==> src/rtl/sw_max_collector.sv <==
// ---------------------------------------------------------------------------
// sw_max_collector
//   Collects the running maximum score from the last PE of a Smith-Waterman
//   systolic chain over one or more stripe passes. The best score is kept
//   across passes, and the final score is presented with a valid/ready
//   handshake after the last stripe.
//
// Optional feature macro: SW_MAX_POS_EN
//   When defined, adds output max_pos_o. It holds the 1-based sample index
//   within the pass at which the accumulated score last strictly increased.
//
// Ports
//   clk            clock, rising edge
//   rst            asynchronous active-high reset
//   start_i        one-cycle pulse that begins a stripe pass (accepted in IDLE only)
//   new_align_i    sampled with start_i: clear the accumulated score first
//   last_pass_i    sampled with start_i: this pass is the final stripe
//   t_len_i        sampled with start_i: number of valid samples in the pass
//   init_in_i      last PE init_out, high on cycles that carry valid data
//   max_in_i       last PE MAX_out (unsigned running maximum)
//   score_ready_i  consumer accepts score_out_o
//   score_out_o    final alignment score
//   score_valid_o  score_out_o is valid
//   busy_o         FSM is not in IDLE
//   pass_done_o    one-cycle pulse when a pass completes
//   max_pos_o      (SW_MAX_POS_EN only) index of the last strict increase
// ---------------------------------------------------------------------------
module sw_max_collector #(
  parameter int unsigned DATA_W = 12,
  parameter int unsigned LEN_W  = 10
) (
  input  logic              clk,
  input  logic              rst,
  input  logic              start_i,
  input  logic              new_align_i,
  input  logic              last_pass_i,
  input  logic [LEN_W-1:0]  t_len_i,
  input  logic              init_in_i,
  input  logic [DATA_W-1:0] max_in_i,
  input  logic              score_ready_i,
  output logic [DATA_W-1:0] score_out_o,
  output logic              score_valid_o,
  output logic              busy_o,
  output logic              pass_done_o
`ifdef SW_MAX_POS_EN
  ,
  output logic [LEN_W-1:0]  max_pos_o
`endif
);

  typedef enum logic [1:0] {
    IDLE    = 2'd0,
    WAIT    = 2'd1,
    COLLECT = 2'd2,
    DONE    = 2'd3
  } state_e;

  state_e              state_q, state_d;
  logic [LEN_W-1:0]    cnt_q, cnt_d;
  logic [LEN_W-1:0]    t_len_q, t_len_d;
  logic                last_q, last_d;
  logic [DATA_W-1:0]   acc_q, acc_d;
  logic [DATA_W-1:0]  score_q, score_d;
  logic                valid_q, valid_d;
  logic                busy_q, busy_d;
  logic                done_q, done_d;
  logic                pass_end;
  logic [LEN_W-1:0]    cnt_inc;

`ifdef SW_MAX_POS_EN
  logic [LEN_W-1:0]    pos_q, pos_d;
`else
  // Position tracking is compiled out in this build.
`endif

  // Index of the sample being captured this cycle (1-based).
  assign cnt_inc = cnt_q + LEN_W'(1);

  // State and datapath registers.
  always_ff @(posedge clk or posedge rst) begin
    if (rst) begin
      state_q <= IDLE;
      cnt_q   <= '0;
      t_len_q <= '0;
      last_q  <= 1'b0;
      acc_q   <= '0;
      score_q <= '0;
      valid_q <= 1'b0;
      busy_q  <= 1'b0;
      done_q  <= 1'b0;
`ifdef SW_MAX_POS_EN
      pos_q   <= '0;
`endif
    end else begin
      state_q <= state_d;
      cnt_q   <= cnt_d;
      t_len_q <= t_len_d;
      last_q  <= last_d;
      acc_q   <= acc_d;
      score_q <= score_d;
      valid_q <= valid_d;
      busy_q  <= busy_d;
      done_q  <= done_d;
`ifdef SW_MAX_POS_EN
      pos_q   <= pos_d;
`endif
    end
  end

  // Next-state and next-output logic.
  always_comb begin
    state_d  = state_q;
    cnt_d    = cnt_q;
    t_len_d  = t_len_q;
    last_d   = last_q;
    acc_d    = acc_q;
    score_d  = score_q;
    valid_d  = valid_q;
    done_d   = 1'b0;
    pass_end = 1'b0;
`ifdef SW_MAX_POS_EN
    pos_d    = pos_q;
`endif

    unique case (state_q)
      IDLE: begin
        if (start_i) begin
          t_len_d = t_len_i;
          last_d  = last_pass_i;
          cnt_d   = '0;
          if (new_align_i) begin
            acc_d = '0;
`ifdef SW_MAX_POS_EN
            pos_d = '0;
`endif
          end
          // A zero-length pass completes immediately without any samples.
          if (t_len_i == '0) begin
            pass_end = 1'b1;
          end else begin
            state_d = WAIT;
          end
        end
      end

      WAIT, COLLECT: begin
        if (init_in_i) begin
          cnt_d = cnt_inc;
          if (max_in_i > acc_q) begin
            acc_d = max_in_i;
`ifdef SW_MAX_POS_EN
            pos_d = cnt_inc;
`endif
          end
          if (cnt_inc == t_len_q) begin
            pass_end = 1'b1;
          end else begin
            state_d = COLLECT;
          end
        end
      end

      DONE: begin
        if (valid_q && score_ready_i) begin
          state_d = IDLE;
          valid_d = 1'b0;
        end
      end

      default: state_d = IDLE;
    endcase

    // Pass completion: last_d already reflects the freshly latched flag
    // when a zero-length pass ends straight out of IDLE.
    if (pass_end) begin
      done_d = 1'b1;
      if (last_d) begin
        state_d = DONE;
        valid_d = 1'b1;
        score_d = acc_d;
      end else begin
        state_d = IDLE;
      end
    end

    busy_d = (state_d != IDLE);
  end

  assign score_out_o   = score_q;
  assign score_valid_o = valid_q;
  assign busy_o        = busy_q;
  assign pass_done_o   = done_q;
`ifdef SW_MAX_POS_EN
  assign max_pos_o     = pos_q;
`endif

endmodule

==> config.mk <==
export PLATFORM = sky130hd
export DESIGN_NAME = sw_max_collector
export DESIGN_NICKNAME = d
export VERILOG_FILES = /design/src/rtl/sw_max_collector.sv
export SDC_FILE = /design/constraint.sdc
export NUM_CORES = 1
export LEC_CHECK = 0
export ABC_AREA = 1
export CAP_MARGIN = 20
export CORE_UTILIZATION = 55
export CTS_CLUSTER_DIAMETER = 40
export DETAILED_ROUTE_END_ITERATION = 6
export PLACE_DENSITY_LB_ADDON = 0.15
export SYNTH_ARGS = -nofsm -noshare
export SYNTH_HDL_FRONTEND = slang
export SYNTH_SLANG_ARGS = --single-unit
==> constraint.sdc <==
create_clock -name clk -period 2.3 [get_ports clk]
set_input_delay 0.46 -clock clk [delete_from_list [all_inputs] [get_ports clk]]
set_output_delay 0.46 -clock clk [all_outputs]
set_load 0.05 [all_outputs]
Word level (Yosys, flattened, before mapping):

Cells that the tools add are included.
W data, S select, Z words.

* register bits after elaboration: 50
* output and inout bits: 15
* logic and storage cells: 54

* add/subtract/negate cells: 1
* magnitude comparators: 1
* equal/unequal tests: 6
* multiplexer cells: 28
* reductions and logical operators: 9

Operator list (count)
* $mux W12: 4
* $pmux W12 S2: 1
* $mux W10: 2
* $pmux W10 S2: 1
* $mux W2: 7
* $gt A12 B12 Y1: 1
* $mux W1: 11
* $add A10 B1 Y10 const B: 1
* $eq A10 B10 Y1: 1
* $logic_not A10 Y1: 1
* $pmux W2 S3: 1
* $eq A2 B2 Y1 const B: 2
* $ne A2 B2 Y1 const B: 2
* $reduce_and A2 Y1: 2
* $reduce_bool A2 Y1: 2
* $reduce_and A3 Y1: 1
* $eq A2 B1 Y1 const B: 1
* $logic_not A2 Y1: 1
* $pmux W1 S2: 1
* $reduce_or A2 Y1: 1
* $logic_and A1 B1 Y1: 1

Depth between registers and ports, before layout:

Gate-level depths: netlist of the first run.

* word-level depth: 7
* depth in mapped cells: 17

Worst setup path before layout of the first run:

No wires, ideal clock.

* path type: input to register
* start: in max_in_i[9]
* end: reg score_q[5] (netlist: score_out_o[5])
* setup time: 118 ps
* data arrival time: 1872 ps
* setup slack: 311 ps
* stages: 12
* buffers on the path: 1
* cell sequence: ha_1 a21oi_1 nor2_1 a211oi_1 nand3_1 nand2_1 clkbuf_1 nand2_1 nand3_1 a21oi_1 nand2_1 nand2_1

* longest elaborated chain between the ends: 4

Ends and longest elaborated chain
* from (decl): line 39 `input logic [DATA_W-1:0] max_in_i,`
* $gt A12 B12 Y1: line 149 `if (max_in_i > acc_q) begin`
* $mux W12: line 149
* $mux W12: line 147 `if (init_in_i) begin`
* $pmux W12 S2: line 125 `unique case (state_q)`
* net acc_d[5]: line 62 `logic [DATA_W-1:0] acc_q, acc_d;`
* to (signal assigned): line 100 `score_q <= score_d;`
* to (decl): line 63 `logic [DATA_W-1:0] score_q, score_d;`

The timed path passes the listed nets, and every way through them passes these cells.
A chain may end at the register's enable or synchronous reset.

Final worst setup path of the first run:

* start: reg cnt_q[1]
* end: reg score_q[5] (netlist: score_out_o[5])

* longest elaborated chain between the ends: 6

Ends and longest elaborated chain
* from (decl): line 59 `logic [LEN_W-1:0] cnt_q, cnt_d;`
* from (signal assigned): line 96 `cnt_q <= cnt_d;`
* $add A10 B1 Y10: line 77 `assign cnt_inc = cnt_q + LEN_W'(1);`
* $eq A10 B10 Y1: line 155 `if (cnt_inc == t_len_q) begin`
* $mux W1: line 155
* $mux W1: line 147
* $pmux W1 S2: line 125
* $reduce_and A2 Y1 (no line)

Every way passes these cells.

==> results of run 1 <==
==> state kept, by name, summed over array words and instances (netlist names), 2 cells and up <==
register / count
acc_q: 12
cnt_q: 10
score_out_o: 12
state_q: 2
t_len_q: 10
==> cell type report <==
class                           instances  area, um2
Tap cell                               70      87.58
Inverter                               46      173.9
Clock buffer                            8      110.1
Sequential cell                        50       1251
Multi-Input combinational cell        302       1549
Fill cell                             393       1410
Timing Repair Buffer                   66      623.1
==> cells by family (layout without fill, tap and decap cells) <==
kind of cell | after synthesis | after routing | share of synthesized area [%]
AND/OR/NAND/NOR | 233 | 233 | 34.29
XOR/XNOR | 1 | 1 | 0.2910
flip-flops | 50 | 50 | 41.56
multiplexers | 1 | 1 | 0.3325
AO/OA/AOI/OAI | 52 | 52 | 9.643
adder cells (fa/ha/maj) | 15 | 15 | 6.234
buffers and inverters | 59 | 120 | 7.647
==> through the flow <==
step           setup TNS, ns  util, %  power [uW]
6_report                   0    72.91        3822
5_1_grt              -0.1095    72.91        4135
4_1_cts                    0    72.07        3769
3_5_place_dp          -2.713    69.95        3159
3_3_place_gp          -1.793    69.95        3093
2_1_floorplan              0        -        2582
==> power groups by stage <==
| stage | logic (uW) | registers (uW) | clock network, uW |
|---|---|---|---|
| detailed placement | 1820 | 1340 | 0 |
| finish | 1890 | 1330 | 601 |
| global route | 2130 | 1360 | 647 |
| floorplan | 1160 | 1420 | 0 |
| global placement | 1760 | 1330 | 0 |
| CTS | 1830 | 1330 | 616 |
==> worst register-to-register path: stages, from the launching register on <==
cell	delay, ns
dfrtp_1	0.42
ha_1	0.24
nand2_2	0.13
inv_1	0.05
nand2_1	0.06
nand2_1	0.08
nand2_1	0.07
nand2_1	0.06
nor2_1	0.13
nand2_1	0.08
nor2_2	0.14
nand4_1	0.12
nand2_2	0.12
nand3_4	0.08
buf_6	0.17
nand2_1	0.08
nand2_1	0.06
==> cell usage in the layout (no fill, tap or decap), drive strengths merged <==
cell type	Yosys	final
nand2	145	145
dfrtp	50	50
inv	45	44
clkdlybuf4s50	0	43
nand3	38	38
nor2	30	30
buf	2	23
a21oi	18	18
ha	15	15
nand3b	12	12
a31oi	12	12
o21ai	12	12
o22ai	8	8
clkbuf	11	8
nand4	4	4
clkinv	1	2
a211oi	1	1
xnor2	1	1
nor4	1	1
nor3	1	1
and2	1	1
or2	1	1
o21bai	1	1
mux2i	1	1
==> how the worst max path moves through the flow <==
stage	endpoint	slack [ns]	depth (start not counted)
4_1_cts	score_out_o[5]	0.07	16
2_1_floorplan	score_out_o[5]	0.31	12
6_report	score_out_o[5]	0.12	16
3_3_place_gp	score_out_o[3]	-0.14	14
5_1_grt	score_out_o[9]	-0.03	16
3_5_place_dp	score_out_o[7]	-0.20	12
==> repair_timing <==
item / in CTS / in global routing
resized for setup: 0 / 9
setup endpoints to repair: 0 / 16
hold buffers: 0 / 0
buffers inserted: 0 / 2
==> layer usage <==
| layer | vias up | wire length, um | global-route usage (%) |
|---|---|---|---|
| met3 | 19 | 402 | 4.311 |
| met4 | 0 | 191 | 11.15 |
| met2 | 103 | 3827 | 51.45 |
| met1 | 1351 | 3181 | 33.31 |
| li1 | 1456 | - | - |
| met5 | - | 0 | 0 |
==> summary.md, run 1 <==
| Metric | Value |
|---|---|
| Outcome | finished, final reports clean |
| Total Routing Usage GR | ~28% |
| Post-synth top area share | between 40% and 50% |
| CTS Buffer Depth | 2 |
| Most frequent CP cell | nand2_1 |
| Worst-path fanout max | 16 |
| Switch share | ~43% |
| DRC | 0 |
| Clock transition at path regs | about 0.09 ns |
| Part of the power in combinational logic | about 50% |
| FF-to-FF End | score_out_o[5] |
| Register area share after synthesis | roughly two fifths |
| PortBufs | between 40 and 50 |
| Clock Tree Root | clkbuf_8 |
| Worst Skew | 0.005891 ns |
| CP peak stage delay | 0.42 ns |
| # rows | 26 |
| FF-to-FF path depth | 16 |
| Syn_area_per_cell | around 7.3 um2 |
| Count leader, synth | nand2_1 |
| CTS buffer count | 5 |
| H-tree levels | 2 |
| Hold WS | ~0.48 ns |
| Setup violators final | 0 |
| Worst Setup End Kind | flip-flop |
| Hold/Removal Path Class | in2async |
| Slew Viols, Final | 0 |
| Int Pwr | 2186 uW |
| Die span in x | between 70 and 80 um |
| CP cell instances | ha_1 > nand2_2 > inv_1 > nand2_1 > nand2_1 > nand2_1 > nand2_1 > nor2_1 > nand2_1 > nor2_2 > nand4_1 > nand2_2 > nand3_4 > buf_6 > nand2_1 > nand2_1 |
| Crit path kind | reg2reg |
| P_leak | 0.001946 uW |
| R2r setup slk | between 0.1 and 0.15 ns |
| Initial Util | 57.84% |
| DR WL/cell | roughly 14 um |
| Synth Instances | approximately 400 |
| Worst IR Drop VDD | ~0.58 mV |
| Initial DRC count | 150 |
| Chip Height | ~76 um |
| First-pass GRT wire length | roughly 13,000 um |
| Vias post-DR | 2,929 |
| Pin count of the biggest net entering global routing | 31 |
| CP delay by family, top | simple AND/OR/NAND/NOR gates |
| #FFs+latches synth | 50 |
| Dpl ws | -0.2029 ns |
| Cell Pwr Density | about 1000 mW/mm2 |
| Worst Tran Pin Value | just over 0.5 ns |
| Routed WL | between 7000 and 8000 um |
| Synth warnings | 0 |
| Reg-to-reg startpoint | cnt_q[1] |
| Antenna Nets Post-Route | 0 |
| Antenna violations before repair | 0 |
| Max frequency | 458.2 MHz |
| Syn_nets | approximately 460 |
| Post-synth EDFFs | 0 |
| Via/cell ratio | 5.404 |
| Slowest CP cell | dfrtp_1 |
| Finished Layout Cells | between 500 and 600 |
| Arrival time at the worst endpoint | 2.39 ns |
| Syn-to-layout area delta | 26.06% |
| Part of the cycle the worst path needs | between 90% and 100% |
| DR pass1 iterations | 4 |
| Diode count | 0 |
| Top FF cell, synth | dfrtp_1 |
| CTS tree | yes |
| Reg power frac | roughly a third |
| Layout Nets | around 520 |
| Yosys top cell by area | dfrtp_1 |
| Ports | 44 |
| Grt ovf | 0 |
| Synth top area cells | dfrtp_1, nand2_1, ha_1, nand3_1, inv_1 |
| Worst Path Buf+Inv | 2 |
| Final instance area | approximately 0.0038 mm2 |
| Critical Path Start Type | flip-flop |
| Clock sink total | 50 |
| Mapped cell area | approximately 0.003 mm2 |
| Slew HR | 66.26% |
| Top cells by count, synth | nand2_1, dfrtp_1, inv_1 |
| Setup ws final | about 0.12 ns |
| Placed Area | 0.003641 mm2 |
| Cell total after placement | between 500 and 600 |
| Clk_lat worst skew | slightly above 0.3 ns |
| Die area | 0.005773 mm2 |
| Yosys cell types | 31 |
| Total core area | about 0.0052 mm2 |
| Share of layout cells above drive strength 1 | 9.958% |
| WP data required | approximately 2.5 ns |
| Gpl congestion | 0.8653 |
| NetSw | roughly 1600 uW |
| Start point of the critical path | cnt_q[1] |
| Hpwl dp | ~5400 um |
| Clock power frac | between 15 and 20% |
| Fin crit period | 2.182 ns |
| Vias in the first global route | 2,853 |
| Max-cap violations | 0 |
| Hold violation count in the final report | 0 |
| Async S/R FF share, synth | 100.0% |
Note: power is estimated with default switching activity, not from simulation.
==> run 2, diff against run 1 <==
Clock period 2.3 ns to 2.14 ns, I/O delays scaled along.
==> run 2 against run 1 <==
Effect of this change:
- utilization is 3.1 points higher
- clock power is 15% higher
- first-iteration DRC count is 13% lower
- total power up 14%
- sequential power is 8% higher
==> summary.md, run 2 (same netlist as run 1, synthesis figures left out) <==
| Metric | Value |
|---|---|
| Hold violation count in the final report | 0 (unchanged) |
| DR pass1 iterations | 4 (unchanged) |
| DRC | 0 (unchanged) |
| Pin count of the biggest net entering global routing | 31 (unchanged) |
| Ports | 44 (unchanged) |
| Worst Skew | 0.01104 ns (+0.005146 ns) |
| Chip Height | 75.98 um (unchanged) |
| Hold/Removal Path Class | in2async |
| Vias post-DR | 2,938 (+0.31%) |
| Worst Setup End Kind | flip-flop |
| Initial Util | 57.84% (unchanged) |
| Die span in x | 75.98 um (unchanged) |
| Clock transition at path regs | 0.10 ns (about the same) |
| Arrival time at the worst endpoint | 2.38 ns (about the same) |
| Vias in the first global route | 2,946 (+3.3%) |
| R2r setup slk | 0.08 ns (-0.04 ns) |
| Hold WS | 0.4362 ns (-0.04209 ns) |
| Most common cell after layout, fill and taps aside | nand2_1 |
| Antenna violations before repair | 0 (unchanged) |
| Diode count | 0 (unchanged) |
| CTS Buffer Depth | 2 (unchanged) |
| Gpl congestion | 0.8234 (-4.8%) |
| Fin crit period | ~2.1 ns |
| Tot Pwr | 4345 uW (+14%) |
| # rows | 26 (unchanged) |
| Max-cap violations | 0 (unchanged) |
| Cell Pwr Density | 1098 mW/mm2 (+9.0%) |
| P_leak | 0.002030 uW (+4.3%) |
| Slew Viols, Final | 0 (unchanged) |
| Placed Area | 0.003694 mm2 (+1.4%) |
| Slew HR | 66.53% (+0.28 points) |
| Die area | 0.005773 mm2 (unchanged) |
| Crit path kind | in2reg |
| Outcome | finished, final reports clean |
| PortBufs | 43 (unchanged) |
| DR WL/cell | 14.98 um (+6.8%) |
| H-tree levels | 2 (unchanged) |
| Final instance area | 0.003956 mm2 (+4.3%) |
| Critical Path Start Type | input pin |
| Highest-count cells in the layout ignoring fill and taps | nand2_1, dfrtp_1, inv_1 |
| WP data required | 2.41 ns (-0.09 ns) |
| Grt ovf | 0 (unchanged) |
| First-pass GRT wire length | 13,230 um (+2.5%) |
| Syn-to-layout area delta | 31.42% |
| Worst IR Drop VDD | 0.6009 mV (+4.4%) |
| FF-to-FF path depth | 15 (-1) |
| Reg-to-reg startpoint | cnt_q[0] |
| CTS tree | yes |
| Clock sink total | 50 (unchanged) |
| Antenna Nets Post-Route | 0 (unchanged) |
| Hold buffer count at cts | 0 (unchanged) |
| Worst-path fanout max | 8 (-8) |
| Total Routing Usage GR | 29.20% (+0.95 points) |
| CTS buffer count | 5 (unchanged) |
| Setup violators final | 0 (unchanged) |
| Initial DRC count | 130 (-13%) |
| Worst Tran Pin Value | 0.5004 ns (-0.004123 ns) |
| Clock Tree Root | clkbuf_8 |
| Part of the cycle the worst path needs | a little over nine tenths |
| Hpwl dp | 5454 um (+0.35%) |
| Clk_lat worst skew | 0.32 ns (about the same) |
| Via/cell ratio | 5.361 (-0.79%) |
| Total core area | 0.005205 mm2 (unchanged) |
| FF-to-FF End | score_out_o[7] |
| RSZ-0062 raised after global routing | true |
| Max frequency | roughly 470 MHz |
| Layout Nets | 522 (+1.4%) |
| Share of layout cells above drive strength 1 | 15.27% (+5.3 points) |
| Routed WL | 8209 um (+8.0%) |
-- run 2: final cells by class --
type                            instances  area [um2]
Multi-Input combinational cell        302        1639
Sequential cell                        50        1252
Fill cell                             379        1249
Timing Repair Buffer                   73       694.4
Inverter                               46       175.2
Tap cell                               70       87.58
Clock buffer                            5       68.82
Clock inverter                          2       38.79
-- run 2: timing repair --
action	4_1_cts	5_1_grt
pin swaps	1	9
setup buffers	0	2
resized for setup	9	31
endpoints found under the hold margin	0	0
endpoints found under the setup margin	13	25
-- run 2: power by group --
group | total, uW | switching [uW] | internal, uW
Clock | 689 | 345 | 345
Sequential | 1430 | 205 | 1230
Combinational | 2220 | 1340 | 883
-- run 2: per-stage QoR --
step	setup WS [ns]	setup TNS (ns)	cells	util, %
global placement	-0.3282	-6.378	539	70.96
detailed placement	-0.4541	-8.516	539	70.96
finish	0.03186	0	548	76.01
floorplan	0.1603	0	411	-
CTS	0.003879	0	546	73.61
global route	-0.1145	-1.229	548	76.01
-- run 2: worst max path at each step --
stage / from / end / slack [ns] / depth (start not counted)
2_1_floorplan: cnt_q[0] / score_out_o[0] / 0.16 / 16
3_3_place_gp: max_in_i[11] / score_out_o[9] / -0.33 / 14
4_1_cts: max_in_i[9] / score_out_o[7] / 0.004 / 12
3_5_place_dp: max_in_i[11] / score_out_o[7] / -0.45 / 14
6_report: max_in_i[8] / score_out_o[2] / 0.03 / 13
5_1_grt: max_in_i[3] / score_out_o[2] / -0.11 / 13
-- run 2: metal layers --
metal / wire length, um / vias up / global-route usage, %
met3: 401 / 22 / 4.910
met5: 0 / - / 0
li1: - / 1471 / -
met4: 249 / 0 / 14.04
met2: 4281 / 92 / 53.64
met1: 3276 / 1353 / 32.73
-- run 2: critical path: stages --
cell and delay (ns):
clkdlybuf4s50_1 0.43, ha_1 0.31, nand2_1 0.06, nor2_2 0.14
nand2_1 0.09, o21ai_2 0.14, inv_2 0.07, buf_4 0.17
nand3b_1 0.13, nand3_2 0.11, a21oi_2 0.17, nand2_1 0.07
nand2_1 0.06
==> run 3, diff against run 2 <==
Settings changed: SLEW_MARGIN set to 20.
==> results of run 3 <==
Final layout, timing and power as in run 2 (identical DEF).
